File: src/rtl/skylark_pkg.sv
// skylark_pkg
//   Shared types and constants for the Skylark fetch unit.
//   - fetch_entry_t : one prefetch queue entry {pc, instr}
//   - NOP_INSTR     : instruction presented when no valid head exists
//   - fetch_state_e : fetch FSM states
//   - alignWord     : forces a byte address to word alignment
package skylark_pkg;

  localparam logic [31:0] NOP_INSTR = 32'h0000_0013;

  typedef struct packed {
    logic [31:0] pc;
    logic [31:0] instr;
  } fetch_entry_t;

  typedef enum logic [1:0] {
    RESET_WAIT = 2'd0,
    RUN        = 2'd1,
    DRAIN      = 2'd2
  } fetch_state_e;

  function automatic logic [31:0] alignWord(input logic [31:0] addr);
    return {addr[31:2], 2'b00};
  endfunction

endpackage

File: src/rtl/skylark_sync_fifo.sv
// skylark_sync_fifo
//   Synchronous FIFO with synchronous flush, used as the fetch prefetch queue.
//   Parameters: WIDTH (entry bits), DEPTH (entries, power of two).
//   Ports:
//     clk, reset    : clock, asynchronous active-low reset
//     flush         : empties the FIFO on the next edge (wins over push/pop)
//     push/pushData : write an entry at the tail
//     pop           : remove the head (ignored when empty)
//     popData       : current head entry
//     full, empty   : occupancy flags
//     level         : current occupancy (0..DEPTH)
//   A push while full is accepted when a pop happens in the same cycle.
module skylark_sync_fifo #(
  parameter int WIDTH = 64,
  parameter int DEPTH = 4
) (
  input  logic                       clk,
  input  logic                       reset,
  input  logic                       flush,
  input  logic                       push,
  input  logic [WIDTH-1:0]           pushData,
  input  logic                       pop,
  output logic [WIDTH-1:0]           popData,
  output logic                       full,
  output logic                       empty,
  output logic [$clog2(DEPTH):0]     level
);

  localparam int AW = $clog2(DEPTH);
  localparam int LW = AW + 1;

  logic [WIDTH-1:0] mem_r [DEPTH];
  logic [AW-1:0]    wrPtr_r;
  logic [AW-1:0]    rdPtr_r;
  logic [LW-1:0]    count_r;
  logic             pushEn_s;
  logic             popEn_s;

  // Accept/consume qualification: pop frees the slot a simultaneous push needs.
  always_comb begin
    popEn_s  = 1'b0;
    pushEn_s = 1'b0;
    if (!empty) begin
      popEn_s = pop;
    end else begin
      popEn_s = 1'b0;
    end
    if (!full || popEn_s) begin
      pushEn_s = push;
    end else begin
      pushEn_s = 1'b0;
    end
  end

  // Pointer and occupancy tracking.
  always_ff @(posedge clk or negedge reset) begin
    if (!reset) begin
      wrPtr_r <= '0;
      rdPtr_r <= '0;
      count_r <= '0;
    end else if (flush) begin
      wrPtr_r <= '0;
      rdPtr_r <= '0;
      count_r <= '0;
    end else begin
      if (pushEn_s) begin
        wrPtr_r <= wrPtr_r + AW'(1);
      end
      if (popEn_s) begin
        rdPtr_r <= rdPtr_r + AW'(1);
      end
      case ({pushEn_s, popEn_s})
        2'b10:   count_r <= count_r + LW'(1);
        2'b01:   count_r <= count_r - LW'(1);
        default: count_r <= count_r;
      endcase
    end
  end

  // Entry storage.
  always_ff @(posedge clk or negedge reset) begin
    if (!reset) begin
      for (int i = 0; i < DEPTH; i++) begin
        mem_r[i] <= '0;
      end
    end else if (pushEn_s && !flush) begin
      mem_r[wrPtr_r] <= pushData;
    end
  end

  assign popData = mem_r[rdPtr_r];
  assign full    = (count_r == LW'(DEPTH));
  assign empty   = (count_r == LW'(0));
  assign level   = count_r;

endmodule

File: src/rtl/skylark_fetch_unit.sv
// skylark_fetch_unit
//   Instruction fetch front end: issues word fetches to instruction memory,
//   collects in-order responses into a prefetch queue and presents the head
//   to decode as InstrF/PCF.
//   Parameters: DEPTH (queue entries), RESET_PC, MAX_OUTSTANDING.
//   Ports:
//     clk, reset                       : core clock, async active-low reset
//     imem_req/imem_addr/imem_gnt      : fetch request channel
//     imem_rvalid/imem_rdata           : in-order response channel
//     redirect_valid/redirect_pc       : taken branch/jump, flush and refetch
//     StallF                           : decode stall, head held while high
//     instr_valid/InstrF/PCF           : queue head presented to decode
//     level                            : queue occupancy
//   Optional feature macro SKYLARK_FETCH_PERF_EN adds saturating counters
//   perf_fetched (instructions consumed) and perf_discarded (responses dropped).
module skylark_fetch_unit
  import skylark_pkg::*;
#(
  parameter int          DEPTH           = 4,
  parameter logic [31:0] RESET_PC        = 32'h0000_0000,
  parameter int          MAX_OUTSTANDING = 2
) (
  input  logic                     clk,
  input  logic                     reset,
  output logic                     imem_req,
  output logic [31:0]              imem_addr,
  input  logic                     imem_gnt,
  input  logic                     imem_rvalid,
  input  logic [31:0]              imem_rdata,
  input  logic                     redirect_valid,
  input  logic [31:0]              redirect_pc,
  input  logic                     StallF,
  output logic                     instr_valid,
  output logic [31:0]              InstrF,
  output logic [31:0]              PCF,
`ifdef SKYLARK_FETCH_PERF_EN
  output logic [31:0]              perf_fetched,
  output logic [31:0]              perf_discarded,
`endif
  output logic [$clog2(DEPTH):0]   level
);

  localparam int LVL_W = $clog2(DEPTH) + 1;
  localparam int CNT_W = $clog2(DEPTH + 1);
  localparam int SUM_W = LVL_W + 1;

  fetch_state_e   state_r;
  fetch_state_e   stateNext_s;
  logic [31:0]    fetchPc_r;
  logic [31:0]    respPc_r;
  logic [CNT_W-1:0] outstanding_r;
  logic [CNT_W-1:0] outstandingNext_s;
  logic [CNT_W-1:0] discard_r;
  logic [CNT_W-1:0] discardNext_s;

  logic           grant_s;
  logic           dropResp_s;
  logic           pushResp_s;
  logic           pop_s;
  logic           roomOk_s;
  fetch_entry_t   pushEntry_s;
  fetch_entry_t   head_s;
  logic           fifoFull_s;
  logic           fifoEmpty_s;

  // Room exists when queued plus in-flight entries leave a free slot for every
  // response, so a response can never be refused by the queue.
  assign roomOk_s = ((SUM_W'(level) + SUM_W'(outstanding_r)) < SUM_W'(DEPTH)) &&
                    (outstanding_r < CNT_W'(MAX_OUTSTANDING)) &&
                    !fifoFull_s;

  // FSM next state and request output.
  always_comb begin
    stateNext_s = state_r;
    imem_req    = 1'b0;
    case (state_r)
      RESET_WAIT: begin
        imem_req    = 1'b0;
        stateNext_s = RUN;
      end
      RUN: begin
        imem_req = roomOk_s;
        if (discardNext_s != CNT_W'(0)) begin
          stateNext_s = DRAIN;
        end else begin
          stateNext_s = RUN;
        end
      end
      DRAIN: begin
        imem_req = roomOk_s;
        if (discardNext_s == CNT_W'(0)) begin
          stateNext_s = RUN;
        end else begin
          stateNext_s = DRAIN;
        end
      end
      default: begin
        imem_req    = 1'b0;
        stateNext_s = RESET_WAIT;
      end
    endcase
  end

  assign grant_s   = imem_req & imem_gnt;
  assign imem_addr = fetchPc_r;

  // A response is dropped when it belongs to a flushed stream: either it
  // arrives with the redirect itself or the discard counter is still running.
  always_comb begin
    dropResp_s = 1'b0;
    pushResp_s = 1'b0;
    if (imem_rvalid) begin
      if (redirect_valid || (discard_r != CNT_W'(0))) begin
        dropResp_s = 1'b1;
      end else begin
        pushResp_s = 1'b1;
      end
    end else begin
      dropResp_s = 1'b0;
      pushResp_s = 1'b0;
    end
  end

  // In-flight and discard accounting; on redirect every request still in
  // flight after this edge (including one granted now) is old-stream.
  always_comb begin
    outstandingNext_s = outstanding_r;
    discardNext_s     = discard_r;
    case ({grant_s, imem_rvalid})
      2'b10:   outstandingNext_s = outstanding_r + CNT_W'(1);
      2'b01: begin
        if (outstanding_r != CNT_W'(0)) begin
          outstandingNext_s = outstanding_r - CNT_W'(1);
        end else begin
          outstandingNext_s = outstanding_r;
        end
      end
      default: outstandingNext_s = outstanding_r;
    endcase
    if (redirect_valid) begin
      discardNext_s = outstandingNext_s;
    end else if (imem_rvalid && (discard_r != CNT_W'(0))) begin
      discardNext_s = discard_r - CNT_W'(1);
    end else begin
      discardNext_s = discard_r;
    end
  end

  // FSM state register.
  always_ff @(posedge clk or negedge reset) begin
    if (!reset) begin
      state_r <= RESET_WAIT;
    end else begin
      state_r <= stateNext_s;
    end
  end

  // Fetch/response address tracking and request counters.
  always_ff @(posedge clk or negedge reset) begin
    if (!reset) begin
      fetchPc_r     <= RESET_PC;
      respPc_r      <= RESET_PC;
      outstanding_r <= '0;
      discard_r     <= '0;
    end else begin
      outstanding_r <= outstandingNext_s;
      discard_r     <= discardNext_s;
      if (redirect_valid) begin
        fetchPc_r <= alignWord(redirect_pc);
        respPc_r  <= alignWord(redirect_pc);
      end else begin
        // 32-bit adds wrap naturally past 32'hFFFF_FFFC.
        if (grant_s) begin
          fetchPc_r <= fetchPc_r + 32'd4;
        end
        if (pushResp_s) begin
          respPc_r <= respPc_r + 32'd4;
        end
      end
    end
  end

  assign pop_s       = !fifoEmpty_s && !StallF && !redirect_valid;
  assign pushEntry_s = '{pc: respPc_r, instr: imem_rdata};

  skylark_sync_fifo #(
    .WIDTH ($bits(fetch_entry_t)),
    .DEPTH (DEPTH)
  ) u_queue (
    .clk      (clk),
    .reset    (reset),
    .flush    (redirect_valid),
    .push     (pushResp_s),
    .pushData (pushEntry_s),
    .pop      (pop_s),
    .popData  (head_s),
    .full     (fifoFull_s),
    .empty    (fifoEmpty_s),
    .level    (level)
  );

  // Head presentation; an empty queue shows a NOP at the next expected PC.
  always_comb begin
    instr_valid = !fifoEmpty_s;
    InstrF      = NOP_INSTR;
    PCF         = respPc_r;
    if (!fifoEmpty_s) begin
      InstrF = head_s.instr;
      PCF    = head_s.pc;
    end else begin
      InstrF = NOP_INSTR;
      PCF    = respPc_r;
    end
  end

`ifdef SKYLARK_FETCH_PERF_EN
  logic [31:0] perfFetched_r;
  logic [31:0] perfDiscarded_r;

  // Saturating performance counters.
  always_ff @(posedge clk or negedge reset) begin
    if (!reset) begin
      perfFetched_r   <= 32'd0;
      perfDiscarded_r <= 32'd0;
    end else begin
      if (pop_s && (perfFetched_r != 32'hFFFF_FFFF)) begin
        perfFetched_r <= perfFetched_r + 32'd1;
      end
      if (dropResp_s && (perfDiscarded_r != 32'hFFFF_FFFF)) begin
        perfDiscarded_r <= perfDiscarded_r + 32'd1;
      end
    end
  end

  assign perf_fetched   = perfFetched_r;
  assign perf_discarded = perfDiscarded_r;
`endif

endmodule
File: config.mk
export PLATFORM = sky130hd
export DESIGN_NAME = skylark_fetch_unit
export DESIGN_NICKNAME = d
export VERILOG_FILES = /design/src/rtl/skylark_pkg.sv /design/src/rtl/skylark_sync_fifo.sv /design/src/rtl/skylark_fetch_unit.sv
export SDC_FILE = /design/constraint.sdc
export NUM_CORES = 1
export LEC_CHECK = 0
export CORE_MARGIN = 1.5
export CORE_UTILIZATION = 30
export CTS_CLUSTER_SIZE = 25
export DETAILED_ROUTE_END_ITERATION = 8
export PLACE_DENSITY = 0.57
export SLEW_MARGIN = 20
export SYNTH_ARGS = -nofsm -noshare
export SYNTH_HDL_FRONTEND = slang
export SYNTH_SLANG_ARGS = --single-unit
File: constraint.sdc
create_clock -name clk -period 2.9 [get_ports clk]
set_input_delay 0.725 -clock clk [delete_from_list [all_inputs] [get_ports clk]]
set_output_delay 0.725 -clock clk [all_outputs]
set_load 0.1 [all_outputs]
==> qor.txt, run 1 <==
Failing checks -> setup timing
Avg Cell Area, Syn -> 13.56 um2
Clock latency on the worst-skew pair -> 0.53 ns
Clock root cell -> clkbuf_16
Pre-CTS WS -> -0.1025 ns
Synth Cell Area -> 15790 um2
Slew of the pin with the lowest slew margin -> 0.5824 ns
Main synth FF type -> dfrtp_1
DIE AREA -> 54010 um2
RSZ-0062 raised after global routing -> yes
Slew HR -> 61.18%
TritonCTS clock tree -> yes
DRT Wirelength -> 41400 um
Vias in the first global route -> 10930
Vias/cell -> 4.948
Synth warn -> 0
Post-synthesis cell count -> 1164
Site Rows -> 83
Worst EP arrival -> 2.26 ns
Critical path required time -> 2.17 ns
Max VDD drop -> 990.7 uV
Synth Register Bits -> 323
Synth area leader -> dfrtp_1
Layout cells sized above 1 -> 47.18%
Final Max Slew Viols -> 0
Maximum fanout along the worst path -> 14
Max Cap Viol -> 0
Placed cells -> 2001
Synthesis-to-layout area growth -> 34.91%
First-pass GRT wire length -> 65320 um
Nets -> 1465
CTS H-tree lvls -> 2
Final setup vio count -> 54
Worst hold slack -> 0.1524 ns
Max Clk Rate -> 335.2 MHz
Hold Violations, Final -> 0
Status -> finished with violations
Vias -> 10310
Ys async rst share -> 100.0%
Pwr dens -> 1176 nW/um2
Final WS setup -> -0.08289 ns
Core Region -> 51610 um2
Largest cells by area after synthesis -> dfrtp_1 (51%), mux2_2 (21%), mux4_2 (8.8%)
CTS sink count -> 323
# port buffers -> 164
Design Area, Final -> 21300 um2
Clock Skew -> 0.03152 ns
DP Wirelength -> 27670 um
# IOs -> 171
Placed cell area -> 19610 um2
Leakage -> 9.308 nW
CP startpoint kind -> register
Iteration-0 DRC Markers -> 502
Die Span X -> 232.4 um
Final ANT Viol Nets -> 0
Yosys cell types -> 56
GRT Total Usage -> 15.56%
RePlAce Congestion -> 0.8076
CTS Buffer Depth -> 3
Register area share after synthesis -> 51.20%
Cell Count, Final, Fillers Out -> 2083
Minimum clock period -> 2.983 ns
Worst-path clk slew -> 0.06 ns
Initial Util -> 30.59%
DRC -> 0
Final period utilization -> 102.9%
Hold_buf cts -> 0
Initial antenna violation count -> 0
Largest net degree at the start of global routing -> 65
GRT overflow -> 0
Synth top area share -> 51.20%
Die H -> 232.4 um
Min-delay worst type -> in -> async
CP endpoint kind -> output port
Worst setup path class -> reg -> out
First drt pass iteration count -> 4
CTS buffer count -> 38
WL/cell -> 19.88 um
Inserted Diodes -> 0
Number of synthesized flops with an enable pin -> 0
==> sequential cells by signal (all words and copies together), names as in the netlist <==
signal and cells:
u_queue.level 3, u_queue.rdPtr_r 2, u_queue.mem_r 248, outstanding_r 3, u_queue.wrPtr_r 2, state_r 2, imem_addr 30, respPc_r 30
discard_r 3
==> repair_timing <==
action                                  4_1_cts  5_1_grt
gates resized for setup                      48        3
pin swaps                                     1        0
hold endpoints to repair                      0        0
buffers inserted                              9        0
endpoints found under the setup margin       64       64
cloned                                        4        2
==> per-layer routing <==
layer | track usage [%] | share of wire (%)
met1 | 21.78 | 46
met2 | 25.16 | 47
met3 | 2.684 | 5.0
met4 | 3.348 | 1.6
met5 | 0 | 0
==> through the flow <==
stage | utilization, % | power [mW] | TNS, ns
after floorplan | - | 14.82 | -0.3611
after global placement | 38.00 | 19.20 | -0.04031
after detailed placement | 38.00 | 19.35 | -0.1279
after CTS | 41.20 | 25.28 | -6.003
after global routing | 41.26 | 26.15 | -6.242
final | 41.26 | 25.04 | -1.963
==> cells by family (layout without fill, tap and decap cells) <==
group,after synthesis,in the layout,share of synthesized area (%)
fa+ha+maj,20,20,1.633
compound gates,77,77,3.226
xor+xnor,46,46,2.552
mux,366,366,30.49
flops,323,323,51.20
other cells,1,4,0.02375
simple gates,223,223,7.974
buf+inv,108,344,2.901
==> area by class of cell <==
type / instances / area, um2
multi-input combinational: 736 / 7629
clock buffer: 49 / 1033
fill: 4703 / 30320
clock inverter: 19 / 230.2
sequential: 323 / 8092
tap: 680 / 850.8
timing repair buffer: 252 / 3368
inverter: 24 / 93.84
==> critical path: stages, from the launching register on <==
cell	delay (ns)
dfrtp_4	0.50
buf_16	0.20
mux4_2	0.52
mux2_4	0.32
buf_12	0.17
==> power breakdown <==
group | total (mW) | internal [mW] | leakage [nW] | switching (mW)
Combinational | 14.0 | 6.11 | 4.52 | 7.84
Sequential | 6.23 | 5.54 | 4.16 | 0.689
Clock | 4.86 | 2.97 | 0.627 | 1.90
Total | 25.0 | 14.6 | 9.31 | 10.4
==> cell usage after synthesis, types with 2 or more instances <==
library cell	instances
dfrtp_1	323
mux2_2	299
mux4_2	62
clkbuf_1	45
nor2_1	37
nor2b_1	31
xnor2_1	30
nand2_1	27
buf_2	24
inv_1	23
a21oi_1	21
ha_1	19
nand4_1	18
nor3_1	18
nor4_1	18
nand3_1	17
xor2_1	16
a31oi_1	13
buf_1	10
nand2b_1	10
o21ai_0	10
or3_1	8
and4_1	7
o31a_1	7
a21boi_0	6
and2_1	6
and3_1	6
mux2i_1	5
o21a_1	5
or2_2	5
or4_1	5
buf_4	4
o31ai_1	3
a21boi_1	2
a21o_1	2
and3b_1	2
==> cell usage in the layout (no fill, tap or decap), types with 19 or more instances in the layout <==
cell             netlist  layout
buf_4                  4      82
ha_1                  19      19
nand2_1               27      27
a21oi_1               21      21
mux4_2                62      62
nor2_1                37      37
inv_1                 23      22
clkbuf_16              0      41
clkdlybuf4s50_1        0      66
xnor2_1               30      30
buf_12                 0      90
dfrtp_1              323     318
mux2_4                 0      30
mux2_2               299     269
nor2b_4                0      29
==> worst paths after layout <==
check / from / end / slack [ns] / depth (start not counted)
worst max-delay path: u_queue.rdPtr_r[0] / PCF[16] / -0.08 / 4
min in group clk: u_queue.mem_r[109] / u_queue.mem_r[109] / 0.50 / 1
worst min-delay path: reset / u_queue.mem_r[155] / 0.15 / 1
worst min register to register: u_queue.mem_r[109] / u_queue.mem_r[109] / 0.50 / 1
max in group asynchronous: reset / u_queue.mem_r[199] / 1.96 / 2
worst max register to register: state_r[1] / state_r[0] / 0.25 / 11
Power figures use the tool's default switching activity.
==> run 2: changes to the inputs <==
==> constraint.sdc (replaced) <==
create_clock -name clk -period 3.4 [get_ports clk]
set_input_delay 0.85 -clock clk [delete_from_list [all_inputs] [get_ports clk]]
set_output_delay 0.85 -clock clk [all_outputs]
set_load 0.1 [all_outputs]
==> qor.txt, run 2 (same netlist as run 1, synthesis figures left out) <==
# port buffers -> 164 (unchanged)
DRT Wirelength -> 38560 um (-6.9%)
Max VDD drop -> 671.2 uV (-32%)
Clock Skew -> 0.03945 ns (+0.007927 ns)
Core Region -> 51610 um2 (unchanged)
Synthesis-to-layout area growth -> 29.34%
Min-delay worst type -> in -> async
CTS buffer count -> 39 (+2.6%)
Layout cells sized above 1 -> 43.68% (-3.5 points)
Setup slack, reg-to-reg -> 0.47 ns (+0.22 ns)
Site Rows -> 83 (unchanged)
Max reg flops -> 248 (unchanged)
Die Span X -> 232.4 um (unchanged)
Initial antenna violation count -> 1 (+1)
Final ANT Viol Nets -> 0 (unchanged)
Fill cell count -> 4793 (+1.9%)
Pwr dens -> 979.4 nW/um2 (-17%)
CP endpoint kind -> output port
Inserted Diodes -> 0 (unchanged)
Final period utilization -> 96.30%
CTS sink count -> 323 (unchanged)
Max Cap Viol -> 0 (unchanged)
WL/cell -> 18.90 um (-4.9%)
Vias in the first global route -> 10600 (-3.0%)
TritonCTS clock tree -> yes
First-pass GRT wire length -> 61770 um (-5.4%)
# IOs -> 171 (unchanged)
Die H -> 232.4 um (unchanged)
Post-CTS Resized -> 0 (-100%)
Max Clk Rate -> 305.4 MHz
Maximum fanout along the worst path -> 67 (+53)
Setup tns final -> 0 ns (+1.963 ns)
CTS Buffer Depth -> 3 (unchanged)
GRT overflow -> 0 (unchanged)
Leakage -> 8.771 nW (-5.8%)
Highest-count cells in the layout ignoring fill and taps -> dfrtp_1 (321), mux2_2 (299), buf_12 (79), clkdlybuf4s50_1 (66), mux4_2 (62)
Iteration-0 DRC Markers -> 494 (-1.6%)
Clock latency on the worst-skew pair -> 0.58 ns (+0.05 ns)
Largest net degree at the start of global routing -> 77 (+18%)
Critical path cell sequence -> nor3_2 > buf_12 > mux2_2 > buf_12
Critical path required time -> 2.55 ns (+0.38 ns)
Final setup vio count -> 0 (-100%)
CP startpoint kind -> register
Largest stage delay, worst path -> 0.49 ns (-0.03 ns)
CP max-delay cell -> dfrtp_1
Initial Util -> 30.59% (unchanged)
Worst-path clk slew -> 0.06 ns (about the same)
Placed cells -> 1962 (-1.9%)
Vias/cell -> 4.860 (-1.8%)
DIE AREA -> 54010 um2 (unchanged)
Worst setup path class -> reg -> out
Status -> finished clean
Nets -> 1419 (-3.1%)
RSZ-0062 raised after global routing -> no
First drt pass iteration count -> 4 (unchanged)
RePlAce Congestion -> 0.7877 (-2.5%)
Worst EP arrival -> 2.42 ns (+0.16 ns)
RR Startpoint -> u_queue.level[1]
Worst hold slack -> 0.2461 ns (+0.09378 ns)
Cell Count, Final, Fillers Out -> 2040 (-2.1%)
Clock root cell -> clkbuf_16
DP Wirelength -> 25120 um (-9.2%)
DRC -> 0 (unchanged)
CTS H-tree lvls -> 2 (unchanged)
Register bank with the most flops -> u_queue.mem_r
Minimum clock period -> 3.274 ns
Most common cell after layout, fill and taps aside -> dfrtp_1
Vias -> 9914 (-3.8%)
Final Max Slew Viols -> 0 (unchanged)
Critical Path Most Common Cell -> buf_12
Slew HR -> 50.78% (-10 points)
Reg2reg path depth -> 10 (-1)
GRT Total Usage -> 14.69% (-0.87 points)
Hold Violations, Final -> 0 (unchanged)
Worst R2R End -> state_r[0]
Slew of the pin with the lowest slew margin -> 0.7360 ns (+0.1537 ns)
==> run 2: cell count changes in the layout (fill, tap and decap cells not counted), sizes merged <==
cell / previous run / this run
buf: 184 / 139
bufinv: 5 / 3
clkbuf: 51 / 58
clkinv: 12 / 10
clkinvlp: 2 / 1
==> run 2: final cells by class <==
class                      instances  area (um2)  share of cell area, %
inverter                          24       90.09                 0.4412
multi-input combinational        736        7297                  35.74
clock inverter                    14       212.7                  1.042
tap                              680       850.8                  4.167
sequential                       323        8090                  39.62
timing repair buffer             205        2700                  13.22
clock buffer                      58        1177                  5.766
==> run 2: worst max-delay path, delay by kind of cell, from the launching register on <==
family	cells	cell delay [ns]
buf+inv	2	0.61
flops	1	0.49
mux	1	0.47
simple gates	1	0.29
==> run 2: repair_timing <==
item	CTS	global route
setup endpoints to repair	0	9
buffers inserted	0	6
hold buffers	0	0
==> run 2: how the worst max path moves through the flow <==
stage / start / endpoint / slack, ns
CTS: u_queue.rdPtr_r[0] / PCF[29] / 0.001
global placement: imem_rvalid / u_queue.mem_r[6] / 0.19
detailed placement: imem_rvalid / u_queue.mem_r[7] / 0.14
floorplan: u_queue.level[1] / InstrF[2] / -0.51
global route: u_queue.level[1] / PCF[29] / 0.02
finish: u_queue.level[1] / PCF[11] / 0.13
==> run 2: report_power, final <==
part           switching (mW)  internal (mW)  total (mW)  leakage (nW)
Sequential              0.625           4.72        5.35          4.17
Clock                    1.74           2.65        4.39         0.681
Combinational            6.13           4.13        10.3          3.92
==> run 2: per-layer routing <==
metal  global-route usage (%)  share of wire [%]  wire length (um)
met4                    4.403                2.1               818
met5                        0                  0                 0
met2                    24.95                 51             19490
met1                    18.98                 44             16850
met3                    2.672                3.6              1405
==> run 2: metrics by stage <==
step                      worst slack, ns  power [mW]  instance area (um2)  utilization [%]
after floorplan                   -0.5105       12.23                15820                -
after detailed placement           0.1431       15.73                18980            36.78
after global routing              0.01623       20.96                20420            39.56
after global placement             0.1873       15.63                18980            36.78
final                              0.1258       20.00                20420            39.56
after CTS                        0.001220       20.23                20370            39.47
==> run 3: changes to the inputs <==
--- a/config.mk
+++ b/config.mk
@@ -9,7 +9,7 @@
 export CORE_UTILIZATION = 30
 export CTS_CLUSTER_SIZE = 25
 export DETAILED_ROUTE_END_ITERATION = 8
-export PLACE_DENSITY = 0.57
+export PLACE_DENSITY = 0.45
 export SLEW_MARGIN = 20
 export SYNTH_ARGS = -nofsm -noshare
 export SYNTH_HDL_FRONTEND = slang
==> qor.txt, run 3 (same netlist as run 1, synthesis figures left out) <==
DRT Wirelength -> 40470 um (+5.0%)
CTS buffer count -> 41 (+5.1%)
Inserted Diodes -> 0 (unchanged)
Leakage -> 8.742 nW (-0.33%)
Highest-count cells in the layout ignoring fill and taps -> dfrtp_1 (321), mux2_2 (299), buf_12 (82), clkdlybuf4s50_1 (66), mux4_2 (62)
WL/cell -> 19.83 um (+4.9%)
Iteration-0 DRC Markers -> 483 (-2.2%)
Min-delay worst type -> in -> async
DIE AREA -> 54010 um2 (unchanged)
Die H -> 232.4 um (unchanged)
Register bank with the most flops -> u_queue.mem_r
Site Rows -> 83 (unchanged)
Hold Violations, Final -> 0 (unchanged)
Maximum fanout along the worst path -> 67 (unchanged)
GR met1 Demand/Resource -> 20.33% (+1.4 points)
Met3 GRT Util -> 2.635% (-0.037 points)
Fill cell count -> 4810 (+0.35%)
Max Cap Viol -> 0 (unchanged)
Vias -> 9942 (+0.28%)
Pwr dens -> 972.7 nW/um2 (-0.68%)
Net Switching -> 8.406 mW (-0.97%)
Placed cells -> 1968 (+0.31%)
Slew HR -> 65.73% (+15 points)
Clock Skew -> 0.01413 ns (-0.02531 ns)
Final WS setup -> 0.1204 ns (-0.005413 ns)
# IOs -> 171 (unchanged)
Vias/cell -> 4.871 (+0.23%)
Max VDD drop -> 840.9 uV (+25%)
Design Area, Final -> 20370 um2 (-0.24%)
TritonCTS clock tree -> yes
Layout cells sized above 1 -> 43.13% (-0.55 points)
Reg power frac -> 27.1% (+0.4 points)
First drt pass iteration count -> 4 (unchanged)
DP Wirelength -> 26080 um (+3.8%)
Final period utilization -> 96.46% (+0.16 points)
Switching Fraction -> 42.43% (about the same)
Max Clk Rate -> 304.9 MHz (-0.17%)
GRT Max-Usage Layer -> met2
Slew of the pin with the lowest slew margin -> 0.5140 ns (-0.2220 ns)
# port buffers -> 164 (unchanged)
Vias in the first global route -> 10700 (+0.97%)
Most common cell after layout, fill and taps aside -> dfrtp_1
GRT Total Usage -> 15.47% (+0.77 points)
Status -> finished clean
Comb pwr share -> 51.7% (+0.4 points)
Final ANT Viol Nets -> 0 (unchanged)
Max reg flops -> 248 (unchanged)
Hold_buf cts -> 0 (unchanged)
Register area -> 8090 um2 (unchanged)
CTS Buffer Depth -> 3 (unchanged)
Initial Util -> 30.59% (unchanged)
Pre-CTS WS -> 0.1588 ns (+0.01567 ns)
Internal power -> 11.41 mW (-0.89%)
Cell Count, Final, Fillers Out -> 2041 (+0.049%)
Core Region -> 51610 um2 (unchanged)
First-pass GRT wire length -> 64600 um (+4.6%)
Worst setup path class -> reg -> out
Placed cell area -> 19070 um2 (+0.44%)
Final Max Slew Viols -> 0 (unchanged)
Worst EP arrival -> 2.43 ns (about the same)
Final setup vio count -> 0 (unchanged)
Total Power -> 19.81 mW (-0.92%)
Critical path required time -> 2.55 ns (about the same)
Util after Layout -> 39.47% (-0.095 points)
CP endpoint kind -> output port
Clock power frac -> 21.2% (-0.8 points)
Largest net degree at the start of global routing -> 70 (-9.1%)
Grt met2 use -> 26.01% (+1.1 points)
Die Span X -> 232.4 um (unchanged)
RePlAce Congestion -> 0.7602 (-3.5%)
GRT overflow -> 0 (unchanged)
CTS H-tree lvls -> 2 (unchanged)
Clock root cell -> clkbuf_16
Nets -> 1424 (+0.35%)
Initial antenna violation count -> 1 (unchanged)
CP startpoint kind -> register
RSZ-0062 raised after global routing -> no
CTS sink count -> 323 (unchanged)
Footprint of the multi-input gates -> 7297 um2 (unchanged)
Minimum clock period -> 3.280 ns (+0.005413 ns)
Clock latency on the worst-skew pair -> 0.56 ns (-0.02 ns)
DRC -> 0 (unchanged)
Worst-path clk slew -> 0.06 ns (about the same)
Synthesis-to-layout area growth -> 29.03%
run 3: cell count changes in the layout (fill, tap and decap cells not counted), sizes merged:
cell	change
buf	+3
bufinv	-1
clkbuf	+5
clkinv	-7
clkinvlp	-1
inv	+2
run 3: path summary, 6_finish.rpt:
| kind | start | end | slack (ns) | depth (start not counted) |
|---|---|---|---|---|
| worst max-delay path | u_queue.level[1] | PCF[15] | 0.12 | 4 |
| worst min-delay path | reset | respPc_r[4] | 0.24 | 1 |
| worst max register to register | u_queue.level[1] | state_r[0] | 0.58 | 10 |
| worst min register to register | u_queue.mem_r[73] | u_queue.mem_r[73] | 0.50 | 1 |
| max in group asynchronous | reset | u_queue.mem_r[10] | 2.36 | 2 |
| min in group clk | u_queue.mem_r[73] | u_queue.mem_r[73] | 0.50 | 1 |
run 3: per-layer routing:
layer | up-vias | wire length [um]
li1 | 4593 | -
met1 | 5156 | 18180
met2 | 136 | 20120
met3 | 55 | 1406
met4 | 2 | 750
met5 | - | 17
run 3: power groups by stage:
| stage | clock [mW] | sequential (mW) | combinational, mW |
|---|---|---|---|
| 2_1_floorplan | 0 | 5.57 | 6.66 |
| 3_3_place_gp | 0 | 5.44 | 10.3 |
| 3_5_place_dp | 0 | 5.45 | 10.3 |
| 4_1_cts | 4.38 | 5.37 | 10.4 |
| 5_1_grt | 4.52 | 5.50 | 10.8 |
| 6_report | 4.20 | 5.36 | 10.2 |
run 3: area by class of cell:
| cell class | count | area share, % |
|---|---|---|
| Timing Repair Buffer | 208 | 13.55 |
| Sequential cell | 323 | 39.72 |
| Tap cell | 680 | 4.177 |
| Clock inverter | 7 | 0.4545 |
| Inverter | 24 | 0.4423 |
| Clock buffer | 63 | 5.835 |
| Multi-Input combinational cell | 736 | 35.82 |
run 3: per-stage QoR:
step / hold slack (ns) / TNS [ns]
final: 0.2365 / 0
after global routing: 0.2555 / 0
after CTS: 0.2392 / 0
after detailed placement: 0.4905 / 0
after global placement: 0.4834 / 0
after floorplan: 0.4752 / -9.677
run 3: critical path: stages, from the launching register on:
cell     delay, ns
dfrtp_1       0.49
nor3_2        0.29
buf_12        0.42
mux2_2        0.46
buf_12        0.18
run 3: repair_timing:
action	in CTS	in global routing
endpoints found under the setup margin	19	0
setup buffers	3	0
resized for setup	0	0
